`config.mk`:
```
export PLATFORM = sky130hd
export DESIGN_NAME = mult_div
export DESIGN_NICKNAME = d
export VERILOG_FILES = /design/src/rtl/mult_div_pkg.sv /design/src/rtl/mult_div.sv
export SDC_FILE = /design/constraint.sdc
export NUM_CORES = 1
export LEC_CHECK = 0
export ABC_AREA = 1
export ABC_CLOCK_PERIOD_IN_PS = 5800
export CAP_MARGIN = 20
export CORE_UTILIZATION = 54
export CTS_CLUSTER_SIZE = 20
export DETAILED_ROUTE_END_ITERATION = 10
export HOLD_SLACK_MARGIN = 0.03
export PLACE_DENSITY = 0.88
export SYNTH_ARGS = -nofsm -noshare
export SYNTH_HDL_FRONTEND = slang
export SYNTH_SLANG_ARGS = --single-unit
export TNS_END_PERCENT = 30
```
`constraint.sdc`:
```
create_clock -name clk -period 5.8 [get_ports clk]
set_input_delay 1.74 -clock clk [delete_from_list [all_inputs] [get_ports clk]]
set_output_delay 1.74 -clock clk [all_outputs]
set_load 0.005 [all_outputs]
```
`src/rtl/mult_div_pkg.sv`:
```
`default_nettype none
// ============================================================================
// Module   : mult_div_pkg
// Brief    : Shared op encodings, state enumeration and default sizes for the
//            iterative signed multiplier/divider.
// Revision : 1.0 - initial release
// ============================================================================
package mult_div_pkg;

   localparam int WIDTH = 32;
   localparam int ITER  = 32;
   localparam int CNT_W = 6;

   localparam logic OP_MULT = 1'b0;
   localparam logic OP_DIV  = 1'b1;

   typedef enum logic [1:0] {
      ST_IDLE   = 2'd0,
      ST_RUN    = 2'd1,
      ST_FINISH = 2'd2
   } state_t;

endpackage
`default_nettype wire

```
`src/rtl/mult_div.sv`:
```
`default_nettype none
// ============================================================================
// Module   : mult_div
// Brief    : Iterative signed multiply (radix-2 Booth) and signed restoring
//            divide sharing one WIDTH+1 bit add/subtract datapath.
// Revision : 1.0 - initial release
// ============================================================================
module mult_div #(
   parameter int WIDTH = mult_div_pkg::WIDTH,
   parameter int ITER  = mult_div_pkg::ITER
) (
   input  logic             clk,
   input  logic             reset,
   input  logic             start,
   input  logic             op,
   input  logic [WIDTH-1:0] a,
   input  logic [WIDTH-1:0] b,
   output logic             busy,
   output logic             done,
   output logic             div_zero,
   output logic [WIDTH-1:0] hi,
   output logic [WIDTH-1:0] lo
);
   import mult_div_pkg::*;

   state_t               state_q, state_d;
   logic                 op_q;
   logic [WIDTH:0]       acc_q;
   logic [WIDTH-1:0]     qr_q;
   logic                 qm1_q;
   logic [WIDTH-1:0]     mcand_q;
   logic                 neg_quo_q;
   logic                 neg_rem_q;
   logic [CNT_W-1:0]     cnt_q;
   logic [WIDTH-1:0]     hi_q, lo_q;
   logic                 div_zero_q;

   logic                 accept;
   logic                 div0;
   logic                 last_iter;
   logic [WIDTH-1:0]     a_mag, b_mag;

   logic [WIDTH:0]       add_x, add_y, add_sum;
   logic                 add_sub;
   logic [WIDTH:0]       booth_sel;
   logic [WIDTH:0]       acc_step;
   logic [WIDTH-1:0]     qr_step;
   logic                 qm1_step;
   logic [WIDTH-1:0]     res_hi, res_lo;

   assign accept    = (state_q == ST_IDLE) && start;
   assign div0      = (op == OP_DIV) && (b == '0);
   assign last_iter = (state_q == ST_RUN) && (cnt_q == CNT_W'(ITER - 1));
   assign a_mag     = a[WIDTH-1] ? ('0 - a) : a;
   assign b_mag     = b[WIDTH-1] ? ('0 - b) : b;

   // ---------------- FSM: state register ----------------
   always_ff @(posedge clk) begin
      if (reset) begin
         state_q <= ST_IDLE;
      end else begin
         state_q <= state_d;
      end
   end

   // ---------------- FSM: next state ----------------
   always_comb begin
      state_d = state_q;
      case (state_q)
         ST_IDLE: begin
            if (start) begin
               state_d = div0 ? ST_FINISH : ST_RUN;
            end
         end
         ST_RUN: begin
            if (last_iter) begin
               state_d = ST_FINISH;
            end
         end
         ST_FINISH: state_d = ST_IDLE;
         default:   state_d = ST_IDLE;
      endcase
   end

   // ---------------- FSM: outputs ----------------
   always_comb begin
      busy = (state_q != ST_IDLE);
      done = (state_q == ST_FINISH);
   end

   // Shared adder: Booth adds/subtracts the sign-extended multiplicand;
   // division always subtracts the divisor magnitude from the shifted remainder.
   always_comb begin
      add_x   = acc_q;
      add_y   = {mcand_q[WIDTH-1], mcand_q};
      add_sub = qr_q[0] & ~qm1_q;
      if (op_q == OP_DIV) begin
         add_x   = {acc_q[WIDTH-1:0], qr_q[WIDTH-1]};
         add_y   = {1'b0, mcand_q};
         add_sub = 1'b1;
      end
      add_sum = add_x + (add_y ^ {(WIDTH+1){add_sub}}) + {{WIDTH{1'b0}}, add_sub};
   end

   always_comb begin
      booth_sel = acc_q;
      acc_step  = acc_q;
      qr_step   = qr_q;
      qm1_step  = qm1_q;
      if (op_q == OP_MULT) begin
         booth_sel = (qr_q[0] ^ qm1_q) ? add_sum : acc_q;
         acc_step  = {booth_sel[WIDTH], booth_sel[WIDTH:1]};
         qr_step   = {booth_sel[0], qr_q[WIDTH-1:1]};
         qm1_step  = qr_q[0];
      end else if (!add_sum[WIDTH]) begin
         acc_step = add_sum;
         qr_step  = {qr_q[WIDTH-2:0], 1'b1};
      end else begin
         acc_step = add_x;
         qr_step  = {qr_q[WIDTH-2:0], 1'b0};
      end
   end

   // Final result straight from the last step so hi/lo change only with done.
   always_comb begin
      res_hi = acc_step[WIDTH-1:0];
      res_lo = qr_step;
      if (op_q == OP_DIV) begin
         res_hi = neg_rem_q ? ('0 - acc_step[WIDTH-1:0]) : acc_step[WIDTH-1:0];
         res_lo = neg_quo_q ? ('0 - qr_step) : qr_step;
      end
   end

   always_ff @(posedge clk) begin
      if (reset) begin
         op_q       <= OP_MULT;
         acc_q      <= '0;
         qr_q       <= '0;
         qm1_q      <= 1'b0;
         mcand_q    <= '0;
         neg_quo_q  <= 1'b0;
         neg_rem_q  <= 1'b0;
         cnt_q      <= '0;
         hi_q       <= '0;
         lo_q       <= '0;
         div_zero_q <= 1'b0;
      end else if (accept) begin
         op_q       <= op;
         acc_q      <= '0;
         qm1_q      <= 1'b0;
         cnt_q      <= '0;
         div_zero_q <= div0;
         neg_quo_q  <= a[WIDTH-1] ^ b[WIDTH-1];
         neg_rem_q  <= a[WIDTH-1];
         if (op == OP_DIV) begin
            qr_q    <= a_mag;
            mcand_q <= b_mag;
         end else begin
            qr_q    <= a;
            mcand_q <= b;
         end
      end else if (state_q == ST_RUN) begin
         acc_q <= acc_step;
         qr_q  <= qr_step;
         qm1_q <= qm1_step;
         if (last_iter) begin
            cnt_q <= '0;
            hi_q  <= res_hi;
            lo_q  <= res_lo;
         end else begin
            cnt_q <= cnt_q + CNT_W'(1);
         end
      end
   end

   assign hi       = hi_q;
   assign lo       = lo_q;
   assign div_zero = div_zero_q;

endmodule
`default_nettype wire

```
==> flow_summary.ini, run 1 <==
[setup_path]
crit_top_cell = nand2_1
worst_setup_path_start_kind = register
r2r_slack_ns = 0.51
cp.arrival_ns = 5.63
r2r_cells = 30
cp-end-kind = register
critical_path_class = register to register
worstReg2RegEnd = lo[30]$_SDFFE_PP0P_
crit_slowest_cell = dfxtp_4
path_max_fanout = 73
worst_ep_required_time_ns = 6.14
r2r_start = op_q$_SDFFE_PP0P_
cpPeakStageDelay_ns = 0.37
worstSetupStartpoint = op_q$_SDFFE_PP0P_
crit_end = lo[30]$_SDFFE_PP0P_

[layout]
nets = 2689
layout-drive-gt1-share_pct = 4.31
antenna_cells = 0
layout-area-overhead-vs-synth_pct = 14.9

[power_and_ir_drop]
ir_drop_mv = 0.218
finalPower_mw = 4.34
p_per_area_mw_per_mm2 = 259
leakagePower_nw = 7.96

[timing]
finalMaxSlewViolations = 0
rsz0062_at_grt = no
setup_tns_ns = 0
fmax_ghz = 0.189
fin_crit_sh_pct = 91.3
fin_skew_ns = 0.0232
relSlewSlack_pct = 31.5
hold_viol = 0
worst_pin_slew_ns = 1.03
layout_min_cycle_time_ns = 5.29
setup_viol = 0

[placement]
io_buffers = 134
hpwlAfterDp_mm = 40.0
gp_congestion = 0.961

[clocking]
h-tree-depth = 4
clk_pin_slew_ns = 0.08
numCtsBuffers = 17
cts.sinks = 174
cts_root_buf = clkbuf_16
cts_tree = done
clkLatencyLatePin_ns = 0.45
cts_buffer_depth = 2

[global_routing]
grt_start_max_net_pins = 78
grt_pass1_wl_mm = 82.2
grt_pass1_vias = 15850
grt_usage_pct = 36.9
grt_overflow = 0
grt_antenna_before_repair = 0

[floorplanning]
io_pins = 135
die_w_um = 166
die_h_um = 166
dieArea_mm2 = 0.0277
initial_core_util_pct = 55.6
row_count = 59
core_area_mm2 = 0.0263

[logic_synthesis]
yosys_warnings = 0
syn_nets = 2613
avgSynthCellArea_um2 = 5.83
synthTopCellsByArea = dfxtp_1, nand2_1, inv_1, o21ai_0, a21oi_1
syn_inst = 2507
ys_seq_area_share_pct = 23.8
synth_seq_cells = 174
synth_area_leader_cell = dfxtp_1
synth-async-reset-ratio_pct = 0
synth_edf_count = 0
synth_top_area_share_pct = 23.8
synthFlopType = dfxtp_1
synth_cell_types = 56
synth_area_mm2 = 0.0146

[run_status]
violations = DRC
status = complete, but fails checks

[worst_hold_path]
min_path_type = register to register
min_from = qr_q[26]$_SDFFE_PP0P_
hold_depth = 2

[routing]
final_antenna_net_count = 0
wl_met1_mm = 20.9
met3_length_mm = 3.74
wl_met2_mm = 24.0
drc = 2
via_count = 16943
wl_per_cell_um = 17.5
drt_iter0_markers = 1827
wl_mm = 51.4
first_pass_iters = 9
top_layer = met4
post_drt_via_cell_ratio = 5.78

[flow_run]
maxCapViolCount = 0
-- critical path: cells and delay by family (launching register included) --
kind / cells / cell delay, ns
AOI/OAI and AO/OA: 5 / 0.87
xor gates and xnor gates: 1 / 0.09
adders and majority gates: 2 / 0.53
buffers and inverters: 6 / 0.81
DFF: 1 / 0.37
and+or+nand+nor: 16 / 2.44
-- flip-flops by register name, indices dropped and copies added (netlist names) --
name       flops
acc_q         33
cnt_q          6
div_zero       1
hi            32
lo            32
mcand_q       32
neg_quo_q      1
neg_rem_q      1
op_q           1
qm1_q          1
qr_q          32
state_q        2
-- cells in the final DEF (no fill, tap or decap), drive strengths merged, types with 18 or more instances in the layout --
cell type	Yosys	layout
nor2	253	253
nand2	638	638
o221ai	21	21
dfxtp	174	174
ha	37	37
xor2	82	82
buf	30	30
o22ai	23	23
nand3	190	190
o21ai	242	242
nand4	19	19
nor3	49	49
clkbuf	77	18
o211ai	18	18
a21oi	191	191
inv	375	381
clkdlybuf4s50	0	134
-- layout make-up --
cell class              instances  area [µm²]
inverters                     378        1420
repair buffers                164        1600
well taps                     335         419
clock buffers                  18         450
fillers                      2550        9500
flip-flops and latches        174        3490
clock inverters                14         141
multi-input cells            1848        9270
-- through the flow --
stage	cells	setup slack [ns]	utilization (%)	instance area (µm²)	hold slack, ns
floorplan	2507	0.390	-	14600	0.433
global placement	2895	0.259	61.4	16100	0.447
detailed placement	2896	0.619	61.5	16200	0.456
CTS	2928	0.576	63.7	16800	0.469
global route	2931	0.0152	63.9	16800	0.489
finish	2931	0.506	63.9	16800	0.468
-- worst min path at each step --
stage                                       end
after floorplan              qm1_q$_SDFFE_PP0P_
after global placement    cnt_q[2]$_SDFFE_PP0P_
after detailed placement  qr_q[26]$_SDFFE_PP0P_
after CTS                 qr_q[26]$_SDFFE_PP0P_
after global routing      qr_q[26]$_SDFFE_PP0P_
final                     qr_q[26]$_SDFFE_PP0P_
-- cell usage after synthesis, types with 4 or more instances --
library cell and count:
nand2_2 4, o22ai_1 23, nand4_1 18, inv_2 9
nand3_2 6, xor2_1 81, and2_1 4, o221ai_1 21
o31ai_1 4, clkbuf_1 77, a31oi_1 16, nand2_1 632
buf_1 7, dfxtp_1 174, nor3_2 4, nor2_2 8
nand3_1 184, nor2_1 242, a21oi_1 190, nor4_1 7
nor3_1 45, o21ai_1 14, buf_2 17, inv_1 366
o21a_1 5, buf_4 4, or2_2 5, o32ai_1 4
o211ai_1 18, o21ai_0 226, xnor2_1 15, ha_1 37
nand3b_1 5
-- layer usage --
layer	track usage (%)	up-vias
met5	0	-
met4	20.8	0
met3	4.80	162
met2	61.9	783
met1	45.8	7730
li1	-	8268
-- where the power goes --
group / switching [mW] / internal, mW / total (mW)
clock network: 0.579 / 0.598 / 1.18
registers: 0.0430 / 1.26 / 1.31
logic: 1.30 / 0.563 / 1.86
total: 1.92 / 2.42 / 4.34
-- timing repair --
action,CTS,global route
hold buffers,0,0
setup buffers,0,3
resized for setup,0,2
endpoints found under the setup margin,0,2
-- cell families (layout without fill, tap and decap cells) --
| logic type | after synthesis | count (layout) | synth area share [%] |
|---|---|---|---|
| AOI/OAI and AO/OA | 534 | 534 | 20.0 |
| xor gates and xnor gates | 97 | 97 | 5.87 |
| adders and majority gates | 38 | 38 | 3.31 |
| buffers and inverters | 485 | 574 | 12.8 |
| DFF | 174 | 174 | 23.8 |
| muxes | 1 | 1 | 0.0685 |
| and+or+nand+nor | 1178 | 1178 | 34.1 |
Note: power is estimated with default switching activity, not from simulation.
==> run 2, diff against run 1 <==
==> config.mk (replaced) <==
export PLATFORM = sky130hd
export DESIGN_NAME = mult_div
export DESIGN_NICKNAME = d
export VERILOG_FILES = /design/src/rtl/mult_div_pkg.sv /design/src/rtl/mult_div.sv
export SDC_FILE = /design/constraint.sdc
export NUM_CORES = 1
export LEC_CHECK = 0
export ABC_CLOCK_PERIOD_IN_PS = 5800
export CAP_MARGIN = 20
export CORE_UTILIZATION = 53
export CTS_CLUSTER_SIZE = 20
export DETAILED_ROUTE_END_ITERATION = 10
export HOLD_SLACK_MARGIN = 0.03
export PLACE_DENSITY = 0.87
export SYNTH_ARGS = -nofsm -noshare
export SYNTH_HDL_FRONTEND = slang
export SYNTH_SLANG_ARGS = --single-unit
export TNS_END_PERCENT = 1
==> run 2 against run 1 <==
Sequential power barely moved; synthesized cell count fell by 27%; largest cell class unchanged; critical path depth fell by 10; critical endpoint is now hi[30]$_SDFFE_PP0P_; flip-flop and latch count did not move; highest routed layer unchanged; the flow now finishes without violations; worst hold slack got worse by 0.016 ns; synthesized area fell by 7.7%; wire length fell by 16%.
==> flow_summary.ini, run 2 <==
[global_routing]
grt_usage_pct = 32.5
grt_pass1_wl_mm = 67.8
grt_antenna_before_repair = 0
grt_overflow = 0
grt_start_max_net_pins = 68
grt_pass1_vias = 12550

[clocking]
cts_root_buf = clkbuf_16
cts_buffer_depth = 2
cts_tree = done
clkLatencyLatePin_ns = 0.45
ctsHoldBuffers = 0
clk_pin_slew_ns = 0.08
cts.sinks = 174
h-tree-depth = 4
numCtsBuffers = 17

[power_and_ir_drop]
comb_power_share_pct = 38.3
p_per_area_mw_per_mm2 = 254
ir_drop_mv = 0.163
p_int_mw = 2.40
leakagePower_nw = 5.66
p_seq_share_pct = 33.0
sw_frac_of_total_pct = 40.4
clkPwrFrac_pct = 28.7
p_sw_mw = 1.62

[logic_synthesis]
synth_edf_count = 0
avgSynthCellArea_um2 = 7.38
synthFlopType = dfxtp_1
synth_area_mm2 = 0.0135
yosysMostFrequentCell = nor2_1
yosys_warnings = 0
synth_cell_types = 87
synth_seq_cells = 174
synth_area_leader_cell = dfxtp_1
syn_nets = 1934
syn_inst = 1828
synthTopCellsByCount = nor2_1, nand2_1, dfxtp_1
synthTopCellsByArea = dfxtp_1, nor2_1, xnor2_1, a21oi_1, nand2_1
synth_top_area_share_pct = 25.8
ys_seq_area_share_pct = 25.8
synth-async-reset-ratio_pct = 0

[placement]
hpwlAfterDp_mm = 32.7
gp_congestion = 0.984
place_area_mm2 = 0.0152
io_buffers = 134

[routing]
first_pass_iters = 6
drt_iter0_markers = 1789
wl_mm = 43.1
final_antenna_net_count = 0
wl_per_cell_um = 19.1
via_count = 14304
drc = 0
post_drt_via_cell_ratio = 6.33

[timing]
relSlewSlack_pct = 38.0
finalMaxSlewViolations = 0
timing.hold.ws_ns = 0.451
hold_viol = 0
layout_min_cycle_time_ns = 5.55
worst_pin_slew_ns = 0.929
setup_viol = 0
fin_skew_ns = 0.0148
fmax_ghz = 0.180
fin_crit_sh_pct = 95.7

[setup_path]
worst_setup_path_start_kind = register
cpPeakStageDelay_ns = 0.61
path_max_fanout = 10
worst_ep_required_time_ns = 6.15
cp-end-kind = register
crit_slowest_cell = nor4_2
critical_path_class = register to register
cp.arrival_ns = 5.90
crit_chain = ha_1 -> nor2_4 -> buf_12 -> buf_4 -> xnor2_1 -> ha_1 -> nand4_1 -> nor3_2 -> a22o_1 -> a21o_1 -> nor4_4 -> nor4_2 -> buf_4 -> a221o_1 -> and3_1 -> nand3_1 -> or2_2 -> nor3_1 -> mux2_1 -> a32o_1

[layout]
nets = 2021
top_register = acc_q
multi_input_area_mm2 = 0.00941
layout_common_cells = nor2_1, nand2_1, dfxtp_1
antenna_cells = 0
layout_commonest_cell = nor2_1
final_area_mm2 = 0.0158
largest_reg_flops = 33
layout-drive-gt1-share_pct = 8.71
layout-area-overhead-vs-synth_pct = 17.5
seq_area_mm2 = 0.00349
fillers = 2246

[flow_run]
maxCapViolCount = 0

[floorplanning]
initial_core_util_pct = 53.9
row_count = 58
die_h_um = 162
io_pins = 135
die_w_um = 162
dieArea_mm2 = 0.0261
core_area_mm2 = 0.0250

[worst_hold_path]
min_path_type = register to register

[run_status]
status = finished clean
## run 2: cell count changes after synthesis, sizes merged, moves of 19 or more
cell / delta
o221ai: -21
mux2i: +33
o21ai: -152
mux2: +38
a211oi: +55
nand2: -410
nand3: -167
a221oi: +20
inv: -335
xnor2: +87
o31ai: +25
a311oi: +19
o22ai: -20
## run 2: final timing paths
path / startpoint / to / slack (ns) / cells past startpoint
setup / recovery: qr_q[0]$_SDFFE_PP0P_ / hi[30]$_SDFFE_PP0P_ / 0.25 / 20
hold / removal: hi[9]$_SDFFE_PP0P_ / hi[9]$_SDFFE_PP0P_ / 0.45 / 2
setup reg to reg: qr_q[0]$_SDFFE_PP0P_ / hi[30]$_SDFFE_PP0P_ / 0.25 / 20
hold reg to reg: hi[9]$_SDFFE_PP0P_ / hi[9]$_SDFFE_PP0P_ / 0.45 / 2
## run 2: worst max-delay path, delay by kind of cell (launching register included)
kind            cells  cell delay (ns)
fa+ha+maj           2             0.67
simple gates        9             2.36
xor+xnor            1             0.13
buf+inv             3             0.62
flops               1             0.39
compound gates      4             0.90
mux                 1             0.36
## run 2: timing repair
action                     CTS  global route
buffers inserted             0             6
setup endpoints to repair    0            21
hold endpoints to repair     0             0
gates resized for setup      0             1
## run 2: metrics by stage
stage | worst slack, ns | instances | util (%) | setup TNS, ns | power (mW)
floorplan | -0.0298 | 1828 | - | -0.0569 | 2.39
CTS | 0.0743 | 2251 | 62.9 | 0 | 3.95
detailed placement | 0.101 | 2219 | 60.7 | 0 | 2.81
global route | -0.00286 | 2258 | 63.3 | -0.00286 | 4.19
global placement | 0.310 | 2219 | 60.7 | 0 | 2.78
finish | 0.252 | 2258 | 63.3 | 0 | 4.02
## run 2: logic make-up (layout without fill, tap and decap cells)
logic type	after synthesis	in the layout	share of synthesized area (%)
compound gates	536	536	26.4
xor+xnor	167	167	10.9
fa+ha+maj	38	38	3.58
buf+inv	163	263	4.79
flops	174	174	25.8
mux	72	72	5.70
simple gates	678	678	22.7
## run 2: layer usage
metal / vias to the layer above / GRT usage, % / share of wire [%]
li1: 6779 / - / -
met1: 6655 / 49.2 / 45
met2: 803 / 46.2 / 41
met3: 67 / 6.96 / 12
met4: 0 / 7.72 / 1.7
met5: - / 0 / 0
## run 2: layout make-up
cell class	instances	share of cell area, %
multi-input cells	1491	59.4
flip-flops and latches	174	22.0
repair buffers	191	11.5
clock buffers	17	2.68
well taps	330	2.61
inverters	40	0.947
clock inverters	15	0.916
## run 2: power groups by stage
| stage | registers [mW] | logic (mW) | clock network, mW |
|---|---|---|---|
| floorplan | 1.32 | 1.07 | 0 |
| global placement | 1.35 | 1.43 | 0 |
| detailed placement | 1.35 | 1.46 | 0 |
| CTS | 1.32 | 1.47 | 1.15 |
| global route | 1.33 | 1.66 | 1.20 |
| finish | 1.33 | 1.54 | 1.15 |
